**src/rtl/mem_bist_pkg.sv**
```systemverilog
// Shared types and data-pattern generator for the memory BIST controller and its checkers.
// Pattern words are produced at PAT_W bits; callers size-cast them to their data width.
package mem_bist_pkg;

    localparam int PAT_W = 64;

    typedef enum logic [2:0] {
        ST_IDLE,
        ST_WR,
        ST_WR_GAP,
        ST_RD,
        ST_RD_GAP,
        ST_DONE
    } bist_state_e;

    typedef enum logic [1:0] {
        PAT_ADDR = 2'd0,
        PAT_CHK  = 2'd1,
        PAT_INV  = 2'd2,
        PAT_ONES = 2'd3
    } bist_pat_e;

    localparam logic [PAT_W-1:0] CHK_EVEN = {8{8'h55}};
    localparam logic [PAT_W-1:0] CHK_ODD  = {8{8'hAA}};

    function automatic logic [PAT_W-1:0] bist_pattern(input logic [1:0] pattern,
                                                      input logic [31:0] addr);
        logic [PAT_W-1:0] a_ext;
        logic [PAT_W-1:0] res_w;
        a_ext = {32'd0, addr};
        case (pattern)
            PAT_ADDR: res_w = a_ext;
            PAT_CHK:  res_w = addr[0] ? CHK_ODD : CHK_EVEN;
            PAT_INV:  res_w = ~a_ext;
            default:  res_w = {PAT_W{1'b1}};
        endcase
        return res_w;
    endfunction

endpackage

```
**src/rtl/mem_bist_ctrl.sv**
```systemverilog
// Memory BIST master: write pass then read/compare pass over a wrapped address window.
// First request one cycle after start; each request holds until ready, then one idle gap cycle.
module mem_bist_ctrl
    import mem_bist_pkg::*;
#(
    parameter int WIDTH      = 8,
    parameter int DEPTH      = 32,
    parameter int ADDR_WIDTH = $clog2(DEPTH)
) (
    input  logic                  clk,
    input  logic                  res,
    input  logic                  start,
    input  logic [1:0]            pattern,
    input  logic [ADDR_WIDTH-1:0] start_addr,
    input  logic [ADDR_WIDTH:0]   num_locs,
    output logic                  busy,
    output logic                  done,
    output logic                  fail,
    output logic [ADDR_WIDTH:0]   err_cnt,
    output logic [ADDR_WIDTH-1:0] first_err_addr,
    output logic                  valid,
    output logic                  wr_rd,
    output logic [ADDR_WIDTH-1:0] addr,
    output logic [WIDTH-1:0]      wdata,
    input  logic                  ready,
    input  logic [WIDTH-1:0]      rdata
);

    localparam int CNT_W = ADDR_WIDTH + 1;

    bist_state_e           state_q, state_nxt;
    logic [1:0]            pat_q, pat_nxt;
    logic [ADDR_WIDTH-1:0] base_q;
    logic [CNT_W-1:0]      cnt_q;
    logic [CNT_W-1:0]      idx_q, idx_nxt;
    logic [ADDR_WIDTH-1:0] addr_nxt;
    logic [ADDR_WIDTH-1:0] addr_inc;
    logic [CNT_W-1:0]      cnt_clamp;
    logic [WIDTH-1:0]      exp_dat;
    logic                  last;
    logic                  xfer;

    assign cnt_clamp = (num_locs > CNT_W'(DEPTH)) ? CNT_W'(DEPTH) : num_locs;
    assign addr_inc  = (addr == ADDR_WIDTH'(DEPTH - 1)) ? '0 : addr + ADDR_WIDTH'(1);
    assign last      = (idx_q == cnt_q - CNT_W'(1));
    assign xfer      = valid && ready;
    assign exp_dat   = WIDTH'(bist_pattern(pat_q, 32'(addr)));

    always_comb begin
        state_nxt = state_q;
        addr_nxt  = addr;
        idx_nxt   = idx_q;
        pat_nxt   = pat_q;
        case (state_q)
            ST_IDLE: begin
                if (start) begin
                    pat_nxt   = pattern;
                    addr_nxt  = start_addr;
                    idx_nxt   = '0;
                    state_nxt = (cnt_clamp == '0) ? ST_DONE : ST_WR;
                end
            end
            ST_WR: begin
                if (xfer) state_nxt = ST_WR_GAP;
            end
            ST_WR_GAP: begin
                if (last) begin
                    addr_nxt  = base_q;
                    idx_nxt   = '0;
                    state_nxt = ST_RD;
                end else begin
                    addr_nxt  = addr_inc;
                    idx_nxt   = idx_q + CNT_W'(1);
                    state_nxt = ST_WR;
                end
            end
            ST_RD: begin
                if (xfer) state_nxt = ST_RD_GAP;
            end
            ST_RD_GAP: begin
                if (last) begin
                    state_nxt = ST_DONE;
                end else begin
                    addr_nxt  = addr_inc;
                    idx_nxt   = idx_q + CNT_W'(1);
                    state_nxt = ST_RD;
                end
            end
            ST_DONE: state_nxt = ST_IDLE;
            default: state_nxt = ST_IDLE;
        endcase
    end

    always_ff @(posedge clk or posedge res) begin
        if (res) begin
            state_q        <= ST_IDLE;
            pat_q          <= '0;
            base_q         <= '0;
            cnt_q          <= '0;
            idx_q          <= '0;
            addr           <= '0;
            valid          <= 1'b0;
            wr_rd          <= 1'b0;
            wdata          <= '0;
            busy           <= 1'b0;
            done           <= 1'b0;
            fail           <= 1'b0;
            err_cnt        <= '0;
            first_err_addr <= '0;
        end else begin
            state_q <= state_nxt;
            pat_q   <= pat_nxt;
            idx_q   <= idx_nxt;
            addr    <= addr_nxt;
            // Request outputs are registered from next-state so they never depend on ready/rdata.
            valid   <= (state_nxt == ST_WR) || (state_nxt == ST_RD);
            wr_rd   <= (state_nxt == ST_WR);
            wdata   <= (state_nxt == ST_WR) ? WIDTH'(bist_pattern(pat_nxt, 32'(addr_nxt))) : '0;
            busy    <= (state_nxt == ST_WR) || (state_nxt == ST_WR_GAP) ||
                       (state_nxt == ST_RD) || (state_nxt == ST_RD_GAP);
            done    <= (state_nxt == ST_DONE);

            if (state_q == ST_IDLE && start) begin
                base_q         <= start_addr;
                cnt_q          <= cnt_clamp;
                fail           <= 1'b0;
                err_cnt        <= '0;
                first_err_addr <= '0;
            end

            if (state_q == ST_RD && xfer && rdata != exp_dat) begin
                if (err_cnt != {CNT_W{1'b1}}) err_cnt <= err_cnt + CNT_W'(1);
                if (!fail) first_err_addr <= addr;
                fail <= 1'b1;
            end
        end
    end

endmodule
```
**config.mk**
```make
export PLATFORM = sky130hd
export DESIGN_NAME = mem_bist_ctrl
export DESIGN_NICKNAME = d
export VERILOG_FILES = /design/src/rtl/mem_bist_pkg.sv /design/src/rtl/mem_bist_ctrl.sv
export SDC_FILE = /design/constraint.sdc
export NUM_CORES = 1
export LEC_CHECK = 0
export BUFFER_PORTS_ARGS = -buffer_cell sky130_fd_sc_hd__buf_2
export CAP_MARGIN = 5
export CORE_MARGIN = 2
export CORE_UTILIZATION = 45
export CTS_BUF_LIST = sky130_fd_sc_hd__clkbuf_2 sky130_fd_sc_hd__clkbuf_4 sky130_fd_sc_hd__clkbuf_8
export DETAILED_ROUTE_END_ITERATION = 8
export PLACE_DENSITY = 0.69
export REMOVE_ABC_BUFFERS = 1
export SETUP_SLACK_MARGIN = 0.1
export SLEW_MARGIN = 20
export SYNTH_ARGS = -nofsm -noshare
export SYNTH_HDL_FRONTEND = slang
export SYNTH_SLANG_ARGS = --single-unit
```
**constraint.sdc**
```tcl
create_clock -name clk -period 2.4 [get_ports clk]
set_input_delay 0.24 -clock clk [delete_from_list [all_inputs] [get_ports clk]]
set_output_delay 0.24 -clock clk [all_outputs]
set_load 0.02 [all_outputs]
```
==> impl_metrics.toml, run 1 <==
[setup_path]
start_kind = "flop"
r2r_cells = 7
cp_slowest_stage_delay_ns = 0.55
critPathKind = "reg -> reg"
slowest_stage = "or4_4"
cp_data_required_time_ns = 2.60
arrival_ns = 2.73
crit_fanout = 8
path_cells = "or3_4 -> o31a_1 -> o2111ai_4 -> nor2_4 -> or4_4 -> a311oi_2 -> nor3b_1"
end_kind = "flop"

[detailed_routing]
wl_met1_microns = 3760
highest_layer = "met4"
drt-vias-per-instance = 5.72
dr.first_iter.drc_count = 183
via_count = 2939
drt_wl_total_microns = 8380
wl_per_cell_microns = 16.3
wl_met3_microns = 439
antenna_left = 0
drc = 0
firstDrtPassIters = 5
wl_met2_microns = 3960

[synthesis]
avgSynthCellArea_sq_um = 9.13
synth_top_area_frac = 0.401
synth-seq-area-share = 0.401
yosysTopAreaCell = "dfrtp_1"
synth_cell_types = 67
synthFlopType = "dfrtp_1"
async_flop_share = 1.00
ys_ff_latch = 50
ys_top_cells_by_area = "dfrtp_1, nand2_1, mux2i_1, o21ai_0, a21oi_1"
synth_warnings = 0
synth_edf_count = 0
netlist_area_sq_um = 3120
syn_inst = 342

[pwr]
vdd_ir_drop_max_uv = 949
p_int_uw = 2850
powerDensity_nw_per_um2 = 1340
pwr-share-seq = 0.289
pwr-share-clk = 0.095
leakage_uw = 0.00187
power.switching_uw = 2500
switching_share = 0.467
pwr-share-comb = 0.616

[clocking]
clock_sinks = 50
clockRootBuffer = "clkbuf_8"
numCtsBuffers = 5
clockBufferDepth = 2
clock_latency_ns = 0.31
cts_tree = "yes"
path_clk_slew_ns = 0.09
ctsHtreeMaxLevel = 2

[layout]
regArea_sq_um = 1250
multi_input_area_sq_um = 1840
stdcell_count = 514
postLayoutCoreUtil = 0.591
nFillCells = 599
antenna_cells = 0
nNetsFinal = 463
layout-drive-gt1-share = 0.346
syn_to_final_growth_pct = 27.8

[global_routing]
grt_pass1_wl_microns = 13500
grt_antenna_before_repair = 0
track_usage = 0.223
grt_pass1_vias = 2830
grt_overflow_total = 0
grt_max_degree = 26

[sta]
hold_ws_ns = 0.141
finalCritPeriodShare = 1.05
grt_setup_unrepaired = "true"
period_minus_slack_ns = 2.53
max-slew-margin-rel = 0.659
hold_viol_final = 0
worst_slack_ns = -0.127
tightestPinTransition_ns = 0.510
skew_ns = 0.00526
drv_slew = 0
finalSetupViolations = 8
finalSetupTns_ns = -0.591
clock.fmax_mhz = 396

[die]
start_util = 0.462
io-pin-count = 54
design.core.area_sq_um = 6760
fp.dieArea_sq_um = 7620
die_w_microns = 87.3
die_y_microns = 87.3
rows = 30

[hold_path]
min_path_cells = 3
hold_class = "in -> reg"

[placed_design]
port_buffers = 53
gp_congestion = 0.944
dp.cells = 496
dp_hpwl_microns = 6170

[flow_run]
maxCapViolCount = 0

[outcome]
status = "finished with violations"
violations = "setup timing"
==> cell families after synthesis <==
family          count (synthesis)  synth area share
xor+xnor                       13            0.0365
simple gates                  134             0.231
flops                          50             0.401
mux                            13            0.0421
compound gates                 94             0.226
fa+ha+maj                       5            0.0200
buf+inv                        33            0.0437
==> stage by stage <==
stage               worst slack, ns  cell area (sq um)  total power, uW
floorplan                    -0.148               3060             3400
global placement            -0.0428               3690             4390
detailed placement           -0.101               3690             4450
CTS                         -0.0734               3820             5060
global route                 -0.196               3990             5740
finish                       -0.127               3990             5350
==> cell usage after synthesis, types with 4 or more instances <==
master	n
ha_1	5
xnor2_1	4
dfrtp_1	50
o211ai_1	7
nor3b_1	5
inv_1	19
o21ai_0	22
xor2_1	9
nand3b_1	4
a22oi_1	6
nand2b_1	6
a21oi_1	17
and3_1	5
mux2i_1	12
nand3_1	9
nor2b_1	5
nor2_1	17
nor3_1	8
clkbuf_1	11
nand2_1	50
==> metal layers <==
layer | vias to the layer above | global-route usage
li1 | 1416 | -
met1 | 1390 | 0.312
met2 | 108 | 0.358
met3 | 25 | 0.0351
met4 | 0 | 0.0657
met5 | - | 0
==> repair_timing <==
item                       in CTS  in global routing
buffers inserted                3                  6
hold endpoints to repair       23                  0
gates resized for setup         5                 32
cloned                          0                  0
pin swaps                       7                 14
setup endpoints to repair      16                 33
hold buffers                    1                  0
==> sequential cells by signal (all words and copies together), names as in the netlist <==
name            flops
state_q             3
err_cnt             6
busy                1
wr_rd               1
done                1
fail                1
pat_q               2
cnt_q               6
base_q              5
wdata               7
valid               1
addr                5
first_err_addr      5
idx_q               6
==> power groups by stage <==
stage / Sequential (uW) / Combinational, uW / Clock [uW]
finish: 1550 / 3290 / 510
global route: 1600 / 3590 / 552
CTS: 1530 / 3010 / 518
detailed placement: 1540 / 2910 / 0
global placement: 1540 / 2850 / 0
floorplan: 1750 / 1640 / 0
==> area by class of cell <==
type,instances,area share
Multi-Input combinational cell,259,0.461
Sequential cell,50,0.314
Timing Repair Buffer,98,0.160
Tap cell,80,0.0251
Clock buffer,6,0.0191
Inverter,19,0.0179
Clock inverter,2,0.00345
==> cells in the final DEF, fill, tap and decap left out, types with 4 or more instances in the layout <==
master	count
buf_2	53
nor3_1	8
nand3b_1	4
and3_1	5
nand2b_1	5
mux2i_1	12
dfrtp_1	49
ha_1	4
inv_1	17
a21oi_1	14
o211ai_1	7
nor2_1	16
a22oi_1	6
nor2b_1	4
nand2_1	50
buf_4	38
buf_6	5
nand3_1	8
clkbuf_8	5
xor2_1	8
nor3b_1	5
o21ai_0	18
==> worst max-delay path, delay by kind of cell, from the launching register on <==
| kind | cells | cell delay (ns) |
|---|---|---|
| simple gates | 4 | 1.10 |
| flops | 1 | 0.43 |
| compound gates | 3 | 0.90 |
==> worst paths after layout <==
check | start | end | slack, ns
max in group asynchronous | res | pat_q[1] | 1.30
min in group asynchronous | res | err_cnt[3] | 0.50
min reg2reg | base_q[1] | base_q[1] | 0.51
min | start_addr[0] | base_q[0] | 0.14
max reg2reg | cnt_q[2] | wdata[3] | -0.13
max | cnt_q[2] | wdata[3] | -0.13
Power figures use the tool's default switching activity.
==> inputs of run 2 (changes only) <==
--- a/config.mk
+++ b/config.mk
@@ -8,10 +8,10 @@
 export BUFFER_PORTS_ARGS = -buffer_cell sky130_fd_sc_hd__buf_2
 export CAP_MARGIN = 5
 export CORE_MARGIN = 2
-export CORE_UTILIZATION = 45
+export CORE_UTILIZATION = 30
 export CTS_BUF_LIST = sky130_fd_sc_hd__clkbuf_2 sky130_fd_sc_hd__clkbuf_4 sky130_fd_sc_hd__clkbuf_8
 export DETAILED_ROUTE_END_ITERATION = 8
-export PLACE_DENSITY = 0.69
+export PLACE_DENSITY = 0.5
 export REMOVE_ABC_BUFFERS = 1
 export SETUP_SLACK_MARGIN = 0.1
 export SLEW_MARGIN = 20
==> impl_metrics.toml, run 2 (synthesized netlist as in run 1, its figures left out) <==
[clocking]
clockRootBuffer = "clkbuf_8"
numCtsBuffers = 5
cts_tree = "yes"
clock_sinks = 50
clockBufferDepth = 2
path_clk_slew_ns = 0.11
ctsHtreeMaxLevel = 2
clock_latency_ns = 0.32

[layout]
layout_common_cells = "buf_2, nand2_1, dfrtp_1"
postLayoutCoreUtil = 0.423
antenna_cells = 0
stdcell_count = 580
layout-drive-gt1-share = 0.390
max_flop_register = "wdata"
nNetsFinal = 473
largest_reg_flops = 7
final_area_sq_um = 4330
syn_to_final_growth_pct = 38.6
layout_commonest_cell = "buf_2"

[setup_path]
path_cells = "or3_4 -> o31a_1 -> o2111ai_4 -> nor2_4 -> or4_4 -> a311oi_2 -> nor3b_1"
cp_slowest_stage_delay_ns = 0.54
critPathKind = "reg -> reg"
path_buf_inv = 0
cpLargestDelayFamily = "simple AND/OR/NAND/NOR gates"
r2r-start = "cnt_q[1]"
slowest_stage = "or4_4"
r2r_end = "wdata[3]"
r2r_cells = 7
start_kind = "flop"
cp_data_required_time_ns = 2.59
arrival_ns = 2.72
crit_fanout = 5
r2r_setup_slack_ns = -0.13
end_kind = "flop"

[die]
io-pin-count = 54
fp.dieArea_sq_um = 11200
rows = 37
die_y_microns = 106
start_util = 0.305
die_w_microns = 106
design.core.area_sq_um = 10200

[outcome]
violations = "setup timing"
status = "finished with violations"

[global_routing]
grt_pass1_vias = 2852
track_usage = 0.163
grt_max_degree = 25
grt_overflow_total = 0
grt_pass1_wl_microns = 14600
grt_antenna_before_repair = 0

[detailed_routing]
via_count = 2978
drt-vias-per-instance = 5.13
drt_wl_total_microns = 9170
firstDrtPassIters = 4
wl_per_cell_microns = 15.8
drc = 0
dr.first_iter.drc_count = 167
antenna_left = 0

[sta]
skew_ns = 0.0165
period_minus_slack_ns = 2.53
finalSetupViolations = 7
finalCritPeriodShare = 1.05
worst_slack_ns = -0.128
max-slew-margin-rel = 0.602
drv_slew = 0
hold_viol_final = 0
clock.fmax_mhz = 396
grt_setup_unrepaired = "true"
tightestPinTransition_ns = 0.591

[hold_path]
hold_path_startpoint = "start_addr[3]"
hold_class = "in -> reg"
hold_end = "base_q[3]"
min_path_cells = 3

[placed_design]
port_buffers = 53
gp_congestion = 0.885
dp_slack_ns = -0.117
dp.cells = 551
dp_hpwl_microns = 6500
placed_area_sq_um = 3750

[flow_run]
maxCapViolCount = 0

[pwr]
leakage_uw = 0.00197
vdd_ir_drop_max_uv = 725
powerDensity_nw_per_um2 = 1400
[run 2: how the worst max path moves through the flow]
stage                    start       end  slack (ns)  depth (start not counted)
global route          cnt_q[1]  wdata[3]       -0.17                          8
detailed placement    cnt_q[1]  wdata[1]       -0.12                          7
CTS                   cnt_q[0]  wdata[3]       -0.09                          7
finish                cnt_q[1]  wdata[3]       -0.13                          7
floorplan           state_q[2]  wdata[3]       -0.15                          7
global placement      cnt_q[1]  idx_q[5]       -0.08                          8
[run 2: through the flow]
step           total power, uW  setup TNS [ns]  hold WS [ns]
2_1_floorplan             3400          -0.494         0.345
5_1_grt                   6470           -1.06         0.153
4_1_cts                   5590          -0.291         0.141
3_5_place_dp              4460          -0.588         0.269
6_report                  6040          -0.364         0.144
3_3_place_gp              4450          -0.353         0.270
[run 2: per-layer routing]
metal,up-vias,share of wire,global-route usage
met5,-,0,0
met4,0,0.024,0.0432
met3,17,0.042,0.0245
met2,82,0.47,0.268
met1,1432,0.46,0.224
li1,1447,-,-
[run 2: where the power goes]
| part | internal (uW) | total (uW) | switching, uW |
|---|---|---|---|
| sequential | 1180 | 1550 | 368 |
| clock | 218 | 544 | 326 |
| combinational | 1760 | 3950 | 2190 |
[run 2: area by class of cell]
type,count,area (sq um)
well taps,136,170
flip-flops and latches,50,1250
fillers,1001,5900
multi-input cells,261,2030
repair buffers,106,703
clock buffers,5,68.8
clock inverters,3,26.3
inverters,19,73.8
[run 2: what timing repair did]
| item | 4_1_cts | 5_1_grt |
|---|---|---|
| hold buffers | 1 | 0 |
| endpoints found under the hold margin | 18 | 0 |
| resized for setup | 28 | 46 |
| pin swaps | 19 | 24 |
| buffers inserted | 8 | 10 |
| endpoints found under the setup margin | 14 | 33 |
| gates cloned | 2 | 0 |
[run 2: worst min-delay path, cell delays in order]
cell and delay [ns]:
buf_2 0.10, nand2_1 0.05, nand2_1 0.05
==> inputs of run 3 (changes only) <==
--- a/config.mk
+++ b/config.mk
@@ -13,7 +13,7 @@
 export DETAILED_ROUTE_END_ITERATION = 8
 export PLACE_DENSITY = 0.5
 export REMOVE_ABC_BUFFERS = 1
-export SETUP_SLACK_MARGIN = 0.1
+export SETUP_SLACK_MARGIN = 0.05
 export SLEW_MARGIN = 20
 export SYNTH_ARGS = -nofsm -noshare
 export SYNTH_HDL_FRONTEND = slang
==> impl_metrics.toml, run 3 (synthesized netlist as in run 1, its figures left out) <==
[setup_path]
critPathKind = "reg -> reg"
r2r-start = "cnt_q[1]"
end_kind = "flop"
r2r_setup_slack_ns = -0.11
r2r_cells = 7
arrival_ns = 2.70
start_kind = "flop"
r2r_end = "wdata[3]"
cp_data_required_time_ns = 2.59
crit_start = "cnt_q[1]"
crit_fanout = 5

[detailed_routing]
drt_wl_total_microns = 9020
drc = 0
via_count = 2941
firstDrtPassIters = 4
wl_per_cell_microns = 15.7
dr.first_iter.drc_count = 185
antenna_left = 0
drt-vias-per-instance = 5.13

[die]
fp.dieArea_sq_um = 11200
rows = 37
start_util = 0.305
io-pin-count = 54
design.core.area_sq_um = 10200
die_y_microns = 106
die_w_microns = 106

[hold_path]
hold_class = "in -> reg"
hold_end = "base_q[3]"
min_path_cells = 3
hold_path_startpoint = "start_addr[3]"

[clocking]
clockRootBuffer = "clkbuf_8"
clock_latency_ns = 0.31
cts_tree = "yes"
clock_sinks = 50
clockBufferDepth = 2
numCtsBuffers = 5
path_clk_slew_ns = 0.11
ctsHtreeMaxLevel = 2

[sta]
worst_slack_ns = -0.108
grt_setup_unrepaired = "true"
max-slew-margin-rel = 0.604
skew_ns = 0.0131
finalSetupTns_ns = -0.284
finalCritPeriodShare = 1.04
clock.fmax_mhz = 399
tightestPinTransition_ns = 0.589
drv_slew = 0
finalSetupViolations = 6
period_minus_slack_ns = 2.51
hold_viol_final = 0

[global_routing]
track_usage = 0.162
grt_antenna_before_repair = 0
grt_max_degree = 25
grt_overflow_total = 0
grt_pass1_wl_microns = 14500
grt_pass1_vias = 2831

[layout]
layout-drive-gt1-share = 0.352
final_area_sq_um = 4210
nFillCells = 1010
layout_commonest_cell = "buf_2"
antenna_cells = 0
largest_reg_flops = 7
max_flop_register = "wdata"
layout_common_cells = "buf_2, nand2_1, dfrtp_1"
syn_to_final_growth_pct = 34.8
nNetsFinal = 466

[pwr]
leakage_uw = 0.00193
vdd_ir_drop_max_uv = 732
totalPowerFinal_uw = 5830
powerDensity_nw_per_um2 = 1380

[placed_design]
port_buffers = 53
gp_congestion = 0.885
dp_hpwl_microns = 6500
placed_area_sq_um = 3750

[flow_run]
maxCapViolCount = 0

[outcome]
violations = "setup timing"
status = "finished with violations"
run 3: metal layers:
layer	GRT usage	routed length, microns	vias up
li1	-	-	1434
met1	0.223	4200	1426
met2	0.263	4300	69
met3	0.0245	337	12
met4	0.0479	174	0
met5	0	0	-
run 3: how the worst max path moves through the flow:
stage,cells past startpoint,slack (ns),to
floorplan,7,-0.15,wdata[3]
global placement,8,-0.08,idx_q[5]
detailed placement,7,-0.12,wdata[1]
CTS,7,-0.09,wdata[3]
global route,8,-0.16,wdata[3]
finish,7,-0.11,wdata[3]
run 3: critical path: stages (launching register included):
cell,delay [ns]
dfrtp_1,0.44
or3_4,0.42
o31a_1,0.29
o2111ai_4,0.36
nor2_4,0.06
or4_4,0.54
a311oi_2,0.21
nor3b_1,0.08
run 3: final cells by class:
cell class / instances / area, sq um / area share
clock buffers: 5 / 68.8 / 0.0163
clock inverters: 3 / 26.3 / 0.00624
inverters: 19 / 71.3 / 0.0169
multi-input cells: 261 / 1990 / 0.473
flip-flops and latches: 50 / 1250 / 0.297
well taps: 136 / 170 / 0.0404
repair buffers: 99 / 632 / 0.150
run 3: timing repair:
| action | in CTS | in global routing |
|---|---|---|
| resized for setup | 23 | 30 |
| endpoints found under the hold margin | 18 | 0 |
| pin swaps | 13 | 19 |
| hold buffers | 1 | 0 |
| cloned | 2 | 0 |
| setup endpoints to repair | 13 | 32 |
| buffers inserted | 5 | 6 |
run 3: through the flow:
step | hold WS (ns) | std cells | worst slack, ns | util
after floorplan | 0.345 | 328 | -0.148 | -
after global placement | 0.270 | 551 | -0.0764 | 0.366
after detailed placement | 0.269 | 551 | -0.117 | 0.366
after CTS | 0.141 | 567 | -0.0913 | 0.395
after global routing | 0.152 | 573 | -0.165 | 0.412
final | 0.150 | 573 | -0.108 | 0.412
run 3: where the power goes:
part | switching [uW] | internal, uW | total, uW
logic | 2110 | 1640 | 3750
clock network | 319 | 217 | 536
registers | 361 | 1180 | 1540
